--- src/rtl/mcpu6bit_pkg.sv ---
// Shared constants and types for the 6-bit CPU memory responder.
package mcpu6bit_pkg;

  localparam int DATA_W  = 6;
  localparam int ADDR_W  = 4;
  localparam int DEPTH   = 1 << ADDR_W;
  localparam int IO_ADDR = 15;

  // Loader FSM encoding kept explicit so it can be matched against older netlists.
  typedef enum logic [1:0] {
    LD_IDLE = 2'd0,
    LD_LOAD = 2'd1,
    LD_DONE = 2'd2
  } loader_state_t;

  // Advance the loader pointer; one extra bit so the end of the image is visible.
  function automatic logic [ADDR_W:0] ptr_inc(input logic [ADDR_W:0] p);
    return p + (ADDR_W + 1)'(1);
  endfunction

endpackage

--- src/rtl/mcpu6bit_loader.sv ---
// Program loader: walks the memory from address 0 taking one word per
// valid/ready handshake until the last cell is written.
module mcpu6bit_loader
  import mcpu6bit_pkg::*;
(
  input  logic              i_clk,
  input  logic              i_rst_n,
  input  logic              i_load_en,
  input  logic              i_load_valid,
  input  logic [DATA_W-1:0] i_load_data,
  output logic              o_load_ready,
  output logic              o_load_done,
  output logic              o_idle,
  output logic              o_wr_en,
  output logic [ADDR_W-1:0] o_wr_addr,
  output logic [DATA_W-1:0] o_wr_data
);

  loader_state_t     r_state;
  logic [ADDR_W:0]   r_ptr;
  logic              r_done;

  logic              w_ready;
  logic              w_accept;
  logic              w_last;

  assign w_ready  = (r_state == LD_LOAD);
  assign w_accept = w_ready && i_load_valid;
  // The pointer only reaches DEPTH after the final word, at which point
  // the FSM is already in DONE and no longer ready, so it never wraps.
  assign w_last   = (r_ptr == (ADDR_W + 1)'(DEPTH - 1));

  // FSM, pointer and done flag.
  always_ff @(posedge i_clk or negedge i_rst_n) begin
    if (!i_rst_n) begin
      r_state <= LD_IDLE;
      r_ptr   <= '0;
      r_done  <= 1'b0;
    end else begin
      case (r_state)
        LD_IDLE: begin
          if (i_load_en) begin
            r_state <= LD_LOAD;
            r_ptr   <= '0;
            r_done  <= 1'b0;
          end
        end
        LD_LOAD: begin
          if (w_accept) begin
            r_ptr <= ptr_inc(r_ptr);
          end
          if (w_accept && w_last) begin
            r_done  <= 1'b1;
            r_state <= i_load_en ? LD_DONE : LD_IDLE;
          end else if (!i_load_en) begin
            // Abandoned load: whatever was written so far stays in memory.
            r_state <= LD_IDLE;
          end
        end
        LD_DONE: begin
          if (!i_load_en) begin
            r_state <= LD_IDLE;
          end
        end
        default: begin
          r_state <= LD_IDLE;
        end
      endcase
    end
  end

  assign o_load_ready = w_ready;
  assign o_load_done  = r_done;
  assign o_idle       = (r_state == LD_IDLE);
  assign o_wr_en      = w_accept;
  assign o_wr_addr    = r_ptr[ADDR_W-1:0];
  assign o_wr_data    = i_load_data;

endmodule

--- src/rtl/mcpu6bit_mem_responder.sv ---
// Memory-side responder for the phase-multiplexed 6-bit CPU bus:
// address latch, 16x6 register file, write-port arbitration between the
// loader and CPU stores, one output latch and the CPU reset register.
module mcpu6bit_mem_responder
  import mcpu6bit_pkg::*;
(
  input  logic              clk,
  input  logic              rst,
  input  logic [DATA_W-1:0] bus_in,
  input  logic              we_n,
  output logic [DATA_W-1:0] data_out,
  output logic              cpu_rst,
  input  logic              load_en,
  input  logic              load_valid,
  input  logic [DATA_W-1:0] load_data,
  output logic              load_ready,
  output logic              load_done,
  output logic [DATA_W-1:0] out_port
);

  logic [ADDR_W-1:0] r_addr_q;
  logic [DATA_W-1:0] r_mem [DEPTH];
  logic [DATA_W-1:0] r_out_port;
  logic              r_cpu_rst;

  logic              w_ld_idle;
  logic              w_ld_wr_en;
  logic [ADDR_W-1:0] w_ld_wr_addr;
  logic [DATA_W-1:0] w_ld_wr_data;
  logic              w_cpu_we;
  logic              w_mem_we;
  logic [ADDR_W-1:0] w_mem_addr;
  logic [DATA_W-1:0] w_mem_wdata;
  logic              w_io_we;

  mcpu6bit_loader u_loader (
    .i_clk        (clk),
    .i_rst_n      (rst),
    .i_load_en    (load_en),
    .i_load_valid (load_valid),
    .i_load_data  (load_data),
    .o_load_ready (load_ready),
    .o_load_done  (load_done),
    .o_idle       (w_ld_idle),
    .o_wr_en      (w_ld_wr_en),
    .o_wr_addr    (w_ld_wr_addr),
    .o_wr_data    (w_ld_wr_data)
  );

  // Latch the address at the end of the high phase; bus_in[5:4] carry no address.
  always_ff @(negedge clk or negedge rst) begin
    if (!rst) begin
      r_addr_q <= '0;
    end else begin
      r_addr_q <= bus_in[ADDR_W-1:0];
    end
  end

  // CPU stores only count while the loader is idle; otherwise the CPU is
  // held in reset and any stray we_n is meaningless.
  assign w_cpu_we = !we_n && w_ld_idle;

  // Single write port: the loader always wins over a CPU store.
  always_comb begin
    w_mem_we    = 1'b0;
    w_mem_addr  = r_addr_q;
    w_mem_wdata = bus_in;
    if (w_ld_wr_en) begin
      w_mem_we    = 1'b1;
      w_mem_addr  = w_ld_wr_addr;
      w_mem_wdata = w_ld_wr_data;
    end else if (w_cpu_we) begin
      w_mem_we    = 1'b1;
      w_mem_addr  = r_addr_q;
      w_mem_wdata = bus_in;
    end
  end

  // Register file with clear-on-reset so an interrupted load leaves nothing behind.
  always_ff @(posedge clk or negedge rst) begin
    if (!rst) begin
      for (int i = 0; i < DEPTH; i++) begin
        r_mem[i] <= '0;
      end
    end else if (w_mem_we) begin
      r_mem[w_mem_addr] <= w_mem_wdata;
    end
  end

  // Combinational read; addr_q is stable from the negedge to the next posedge.
  assign data_out = r_mem[r_addr_q];

  assign w_io_we = w_cpu_we && !w_ld_wr_en && (r_addr_q == ADDR_W'(IO_ADDR));

  // Memory-mapped output latch mirrors CPU stores to the IO address.
  always_ff @(posedge clk or negedge rst) begin
    if (!rst) begin
      r_out_port <= '0;
    end else if (w_io_we) begin
      r_out_port <= bus_in;
    end
  end

  // CPU runs only when the loader is not requested.
  always_ff @(posedge clk or negedge rst) begin
    if (!rst) begin
      r_cpu_rst <= 1'b0;
    end else begin
      r_cpu_rst <= ~load_en;
    end
  end

  assign out_port = r_out_port;
  assign cpu_rst  = r_cpu_rst;

endmodule
--- config.mk ---
export PLATFORM = sky130hd
export DESIGN_NAME = mcpu6bit_mem_responder
export DESIGN_NICKNAME = d
export VERILOG_FILES = /design/src/rtl/mcpu6bit_pkg.sv /design/src/rtl/mcpu6bit_loader.sv /design/src/rtl/mcpu6bit_mem_responder.sv
export SDC_FILE = /design/constraint.sdc
export NUM_CORES = 1
export LEC_CHECK = 0
export ABC_AREA = 1
export CORE_ASPECT_RATIO = 1.2
export CORE_MARGIN = 3
export CORE_UTILIZATION = 65
export CTS_BUF_LIST = sky130_fd_sc_hd__clkbuf_4 sky130_fd_sc_hd__clkbuf_8 sky130_fd_sc_hd__clkbuf_16
export DETAILED_ROUTE_END_ITERATION = 8
export PLACE_DENSITY = 0.84
export RECOVER_POWER = 100
export SYNTH_ARGS = -nofsm -noshare
export SYNTH_HDL_FRONTEND = slang
export SYNTH_SLANG_ARGS = --single-unit
--- constraint.sdc ---
create_clock -name clk -period 4.39 [get_ports clk]
set_clock_uncertainty 0.05 [all_clocks]
set_input_delay 0.878 -clock clk [delete_from_list [all_inputs] [get_ports clk]]
set_output_delay 0.878 -clock clk [all_outputs]
set_load 0.03 [all_outputs]
==> results.sh, run 1 <==
export IMPL_layout_drive_gt1_share=0.1940
export IMPL_ir_worst_vdd_uv=341.5
export IMPL_drc=0
export IMPL_hpwl_um=10540
export IMPL_cts_root_buf="clkbuf_8"
export IMPL_drv_slew=96
export IMPL_cts_tree="built"
export IMPL_die_area_um2=10180
export IMPL_seq_area_frac_synth=0.4917
export IMPL_grt_pass1_vias=5827
export IMPL_wl_per_cell_um=20.43
export IMPL_diodes=0
export IMPL_layout_commonest_cell="nand2_1"
export IMPL_gp_congestion=0.8970
export IMPL_synth_avg_cell_area_um2=7.562
export IMPL_violations="capacitance limit, slew limit, setup timing"
export IMPL_cts_sinks=115
export IMPL_cp_start_kind="flop"
export IMPL_drtPass1Iterations=6
export IMPL_p_leak_nw=3.655
export IMPL_initial_core_util=0.6761
export IMPL_pin_count=32
export IMPL_switching_share=0.3382
export IMPL_antenna_found_initial=0
export IMPL_ant_nets=0
export IMPL_netlist_area_um2=5853
export IMPL_finalNetCount=847
export IMPL_holdWs_ps=421.8
export IMPL_worstSetupPathType="reg2out"
export IMPL_power_density_nw_per_um2=495.8
export IMPL_slowest_delay_ps=440
export IMPL_via_per_inst=6.381
export IMPL_endpoint_kind="output port"
export IMPL_drt_iter0_drc=1062
export IMPL_clk_latency_ps=520
export IMPL_worst_path_buf_inv=4
export IMPL_rsz0062_at_grt="yes"
export IMPL_yosysTopAreaCellShare=0.4746
export IMPL_slew_headroom=-0.07922
export IMPL_worst_ep_arrival_time_ps=4330
export IMPL_grt_max_degree=67
export IMPL_gr_total_overflow=0
export IMPL_grt_use_total=0.3803
export IMPL_status="complete, but fails checks"
export IMPL_crit_top_cell="buf_6"
export IMPL_p_clk_frac=0.353
export IMPL_switching_power_mw=1.221
export IMPL_pwr_share_comb=0.217
export IMPL_vias=6107
export IMPL_p_int_mw=2.389
export IMPL_final_core_util=0.8409
export IMPL_yosys_top_cells_area="dfrtp_1, nand2_1, nor2_1"
export IMPL_grt_pass1_wl_um=29300
export IMPL_setup_ws_ps=-864.6
export IMPL_cts_max_level=4
export IMPL_synth_cells=774
export IMPL_seq_power_share=0.430
export IMPL_numCtsBuffers=17
export IMPL_max_cap_violations=2
export IMPL_hold_buffers=0
export IMPL_synth_seq_cells=115
export IMPL_register_area_um2=2878
export IMPL_synth_top_area_cell="dfrtp_1"
export IMPL_nFillCells=483
export IMPL_cpMaxStageDelayCell="dfrtn_1"
export IMPL_yosysUniqueCellTypes=28
export IMPL_crit_path_cell_trace="buf_6 > buf_12 > buf_6 > nor2_1 > nor2_1 > o21ai_0 > nand3_1 > nand3_2 > nand2_2 > buf_6"
export IMPL_finalHoldViolations=0
export IMPL_clkTransAtPathRegs_ps=60
export IMPL_ys_warn_count=0
export IMPL_die_w_um=92.63
export IMPL_synth_nets=793
export IMPL_cts_buffer_depth=2
export IMPL_multi_input_area_um2=2786
export IMPL_crit_fanout=6
export IMPL_fp_dieH_um=110.0
export IMPL_row_count=37
export IMPL_min_path_type="reg2reg"
export IMPL_path_delay_family="buffers and inverters"
export IMPL_core_area_um2=8657
export IMPL_setup_viol=8
export IMPL_numPortBuffers=31
export IMPL_worst_pin_slew_ps=1619
export IMPL_critical_path_required_ps=3460
export IMPL_area_growth_pct=24.37
export IMPL_most_common_layout_cells="nand2_1, dfrtp_1, nor2_1"
export IMPL_totalWireLength_um=19550
[registers in the layout, summed over array words and instances, names as in the netlist]
signal	count
r_mem	96
out_port	6
u_loader.r_ptr	5
r_addr_q	4
u_loader.r_state	2
cpu_rst	1
u_loader.o_load_done	1
[worst register-to-register path: stages (launching register included)]
cell and delay [ps]:
dfrtn_1 440, buf_6 160, buf_12 140, buf_8 130, buf_4 110, buf_4 110
nand2_1 60, nand2_2 170, nand2_2 140, nor2_1 190, nand2_1 220, nand2_1 160
nand2_1 100
[path summary, 6_finish.rpt]
| kind | from | end | slack (ps) | cells past startpoint |
|---|---|---|---|---|
| min in group asynchronous | rst | r_mem[20]$_DFFE_PN0P_ | 560 | 1 |
| min reg2reg | r_mem[32]$_DFFE_PN0P_ | r_mem[32]$_DFFE_PN0P_ | 420 | 2 |
| min | r_mem[32]$_DFFE_PN0P_ | r_mem[32]$_DFFE_PN0P_ | 420 | 2 |
| max | r_addr_q[0]$_DFF_NN0_ | data_out[0] | -860 | 10 |
| max reg2reg | r_addr_q[0]$_DFF_NN0_ | r_mem[50]$_DFFE_PN0P_ | -30 | 12 |
| max in group asynchronous | rst | r_addr_q[2]$_DFF_NN0_ | 820 | 1 |
[cells in the mapped netlist]
| cell type | count |
|---|---|
| and3_1 | 1 |
| o21ai_0 | 58 |
| dfrtn_1 | 4 |
| nand2_1 | 318 |
| o21ai_2 | 6 |
| clkbuf_1 | 13 |
| inv_2 | 8 |
| nand2_2 | 16 |
| ha_1 | 2 |
| buf_6 | 1 |
| nand4_1 | 5 |
| buf_4 | 4 |
| nand2_4 | 4 |
| buf_2 | 13 |
| a21oi_1 | 2 |
| nand3b_1 | 1 |
| o211ai_1 | 7 |
| buf_1 | 1 |
| nor2_4 | 4 |
| dfrtp_1 | 111 |
| nand3_4 | 3 |
| nand3_1 | 29 |
| nand3_2 | 5 |
| o21ai_1 | 36 |
| inv_1 | 24 |
| nor2_1 | 81 |
| nor2_2 | 16 |
| nor3_1 | 1 |
[repair_timing]
item	4_1_cts	5_1_grt
hold endpoints to repair	0	0
pin swaps	14	14
buffers inserted	9	4
gates resized for setup	67	50
cloned	3	5
setup endpoints to repair	6	34
[stage by stage]
step | std cells | total power, mW | setup slack (ps) | instance area, um^2 | TNS (ps)
2_1_floorplan | 774 | 1.939 | -3.105 | 5916 | -15.52
3_3_place_gp | 909 | 2.154 | -711.4 | 6354 | -3638
3_5_place_dp | 909 | 2.191 | -731.0 | 6354 | -3760
4_1_cts | 951 | 3.503 | -710.3 | 7104 | -4142
5_1_grt | 957 | 3.738 | -946.9 | 7279 | -5178
6_report | 957 | 3.609 | -864.6 | 7279 | -4795
[logic make-up (layout without fill, tap and decap cells)]
group / count (synthesis) / count (layout) / share of synthesized area
AND/OR/NAND/NOR: 484 / 484 / 0.3563
flip-flops: 115 / 115 / 0.4917
AO/OA/AOI/OAI: 109 / 109 / 0.1000
buffers and inverters: 64 / 130 / 0.04767
adder cells (fa/ha/maj): 2 / 2 / 0.004275
[layout make-up]
type | count | share of cell area
sequential | 115 | 0.3953
timing repair buffer | 67 | 0.1098
inverter | 32 | 0.01719
clock inverter | 12 | 0.01495
clock buffer | 19 | 0.05981
tap | 117 | 0.02011
multi-input combinational | 595 | 0.3828
[routing by layer]
metal | part of all wire | global-route usage
met1 | 0.34 | 0.4556
met4 | 0.088 | 0.2618
met5 | 0 | 0
met2 | 0.46 | 0.6143
met3 | 0.12 | 0.08487
[power groups by stage]
stage / clock network, mW / logic (mW) / registers (mW)
6_report: 1.27 / 0.783 / 1.55
5_1_grt: 1.32 / 0.856 / 1.56
4_1_cts: 1.27 / 0.717 / 1.52
3_5_place_dp: 0 / 0.674 / 1.52
3_3_place_gp: 0 / 0.639 / 1.52
2_1_floorplan: 0 / 0.457 / 1.48
Power figures use the tool's default switching activity.
==> inputs of run 2 (changes only) <==
CORE_ASPECT_RATIO = not set   (was 1.2)
CORE_UTILIZATION = 67   (was 65)
CTS_BUF_LIST = sky130_fd_sc_hd__clkbuf_4 sky130_fd_sc_hd__clkbuf_8   (was sky130_fd_sc_hd__clkbuf_4 sky130_fd_sc_hd__clkbuf_8 sky130_fd_sc_hd__clkbuf_16)
MAX_ROUTING_LAYER = met4   (was not set)
PLACE_DENSITY = 0.86   (was 0.84)
==> run 2 against run 1 <==
Effect of this change:
- hold slack better by 1.5 ps
- non-clock buffer count up 5
- combinational power down 6.5%
- power down 8.7%
- count of clock-buffer cells in the layout down 2
- clock power down 20%
- register-to-register slack about the same
- final cell count down 0.63%
- routed wire length down 12%
- critical path type unchanged
- critical path depth up 2
- highest routed layer unchanged
- flip-flop and latch count unchanged
- the flow still finishes with violations (capacitance limit, slew limit, setup timing)
==> results.sh, run 2 (synthesis results as in run 1) <==
export IMPL_die_w_um=99.47
export IMPL_gp_congestion=0.9875
export IMPL_drtPass1Iterations=6
export IMPL_violations="capacitance limit, slew limit, setup timing"
export IMPL_worst_pin_slew_ps=1688
export IMPL_gr_usage_met1=0.4865
export IMPL_initial_core_util=0.7018
export IMPL_dpl_worst_slack_ps=-612.6
export IMPL_seq_power_share=0.472
export IMPL_p_int_mw=2.080
export IMPL_numCtsBuffers=17
export IMPL_cts_tree="built"
export IMPL_p_leak_nw=3.558
export IMPL_use_met3=0.09818
export IMPL_critical_path_required_ps=3460
export IMPL_hpwl_um=11670
export IMPL_pin_count=32
export IMPL_die_area_um2=9893
export IMPL_p_clk_frac=0.306
export IMPL_gr_total_overflow=0
export IMPL_setup_ws_ps=-696.4
export IMPL_cts_max_level=4
export IMPL_worstSetupPathType="reg2out"
export IMPL_power_density_nw_per_um2=471.4
export IMPL_rrSetupSlack_ps=-30
export IMPL_crit_fanout=5
export IMPL_total_power_mw=3.294
export IMPL_ir_worst_vdd_uv=334.4
export IMPL_pwr_share_comb=0.222
export IMPL_slew_headroom=-0.1254
export IMPL_diodes=0
export IMPL_area_growth_pct=19.39
export IMPL_finalHoldViolations=0
export IMPL_clkTransAtPathRegs_ps=80
export IMPL_endpoint_kind="output port"
export IMPL_fp_dieH_um=99.47
export IMPL_worst_ep_arrival_time_ps=4160
export IMPL_status="complete, but fails checks"
export IMPL_ant_nets=0
export IMPL_drc=0
export IMPL_layout_drive_gt1_share=0.1927
export IMPL_cts_sinks=115
export IMPL_totalWireLength_um=17290
export IMPL_drt_iter0_drc=755
export IMPL_min_path_type="reg2reg"
export IMPL_most_common_layout_cells="nand2_1, dfrtp_1, nor2_1"
export IMPL_max_cap_violations=2
export IMPL_row_count=33
export IMPL_regMostFlops="r_mem"
export IMPL_antenna_found_initial=0
export IMPL_largest_reg_flops=96
export IMPL_rsz0062_at_grt="yes"
export IMPL_switching_power_mw=1.214
export IMPL_vias=5719
export IMPL_core_area_um2=8341
export IMPL_numPortBuffers=31
export IMPL_clk_latency_ps=460
export IMPL_cp_start_kind="flop"
export IMPL_grt_pass1_wl_um=27850
export IMPL_cts_root_buf="clkbuf_8"
export IMPL_switching_share=0.3685
export IMPL_setup_viol=7
export IMPL_via_per_inst=6.014
export IMPL_layout_commonest_cell="nand2_1"
export IMPL_grt_pass1_vias=5537
export IMPL_grt_use_total=0.3784
export IMPL_holdWs_ps=423.3
export IMPL_cts_buffer_depth=2
export IMPL_wl_per_cell_um=18.18
export IMPL_use_met2=0.5630
export IMPL_finalNetCount=852
export IMPL_grt_max_degree=72
export IMPL_drv_slew=102
export IMPL_top_usage_layer="met2"
## run 2: cell types whose count changed in the layout (fill, tap and decap cells not counted), sizes merged
cell      previous run  this run
buf                 36        45
clkbuf              26        20
clkinv               4         0
clkinvlp             5         3
inv                 34        43
## run 2: metal layers
layer	vias up	share of wire
li1	2581	-
met1	2650	0.38
met2	415	0.46
met3	73	0.12
met5	-	0
met4	0	0.041
## run 2: power groups by stage
stage	Sequential, mW	Combinational [mW]	Clock (mW)
2_1_floorplan	1.48	0.457	0
3_3_place_gp	1.54	0.649	0
3_5_place_dp	1.53	0.685	0
4_1_cts	1.53	0.719	1.01
5_1_grt	1.57	0.813	1.05
6_report	1.55	0.732	1.01
## run 2: final timing paths
path                                        from                    end  cells after the start
setup reg to reg           r_addr_q[0]$_DFF_NN0_  r_mem[48]$_DFFE_PN0P_                     11
max in group asynchronous                    rst  r_addr_q[1]$_DFF_NN0_                      1
setup / recovery           r_addr_q[0]$_DFF_NN0_            data_out[4]                     12
min in group asynchronous                    rst   r_mem[5]$_DFFE_PN0P_                      1
hold / removal             r_mem[31]$_DFFE_PN0P_  r_mem[31]$_DFFE_PN0P_                      2
hold reg to reg            r_mem[31]$_DFFE_PN0P_  r_mem[31]$_DFFE_PN0P_                      2
## run 2: layout make-up
| type | instances | area, um^2 |
|---|---|---|
| sequential | 115 | 2878 |
| clock inverter | 15 | 158.9 |
| multi-input combinational | 595 | 2786 |
| timing repair buffer | 72 | 679.4 |
| inverter | 32 | 120.1 |
| clock buffer | 17 | 234.0 |
| tap | 105 | 131.4 |
| fill | 517 | 1353 |
## run 2: critical path, stage by stage, from the launching register on
cell	delay, ps
dfrtn_1	460
buf_6	140
buf_12	110
buf_8	130
nor2_4	40
nor2_2	110
o21ai_2	80
o21ai_2	90
nand2_1	90
nand2_1	60
inv_1	40
nand2_2	60
buf_6	130
## run 2: what timing repair did
item / CTS / global route
pin swaps: 25 / 13
resized for setup: 63 / 14
buffers inserted: 7 / 1
setup endpoints to repair: 6 / 6
gates cloned: 1 / 0
hold buffers: 0 / 0
## run 2: metrics by stage
stage	instances	utilization	instance area, um^2	setup TNS, ps
after floorplan	774	-	5916	-15.52
after global placement	911	0.7684	6409	-2181
after detailed placement	911	0.7684	6409	-2343
after CTS	951	0.8401	7007	-3773
after global routing	951	0.8378	6988	-4555
final	951	0.8378	6988	-3944
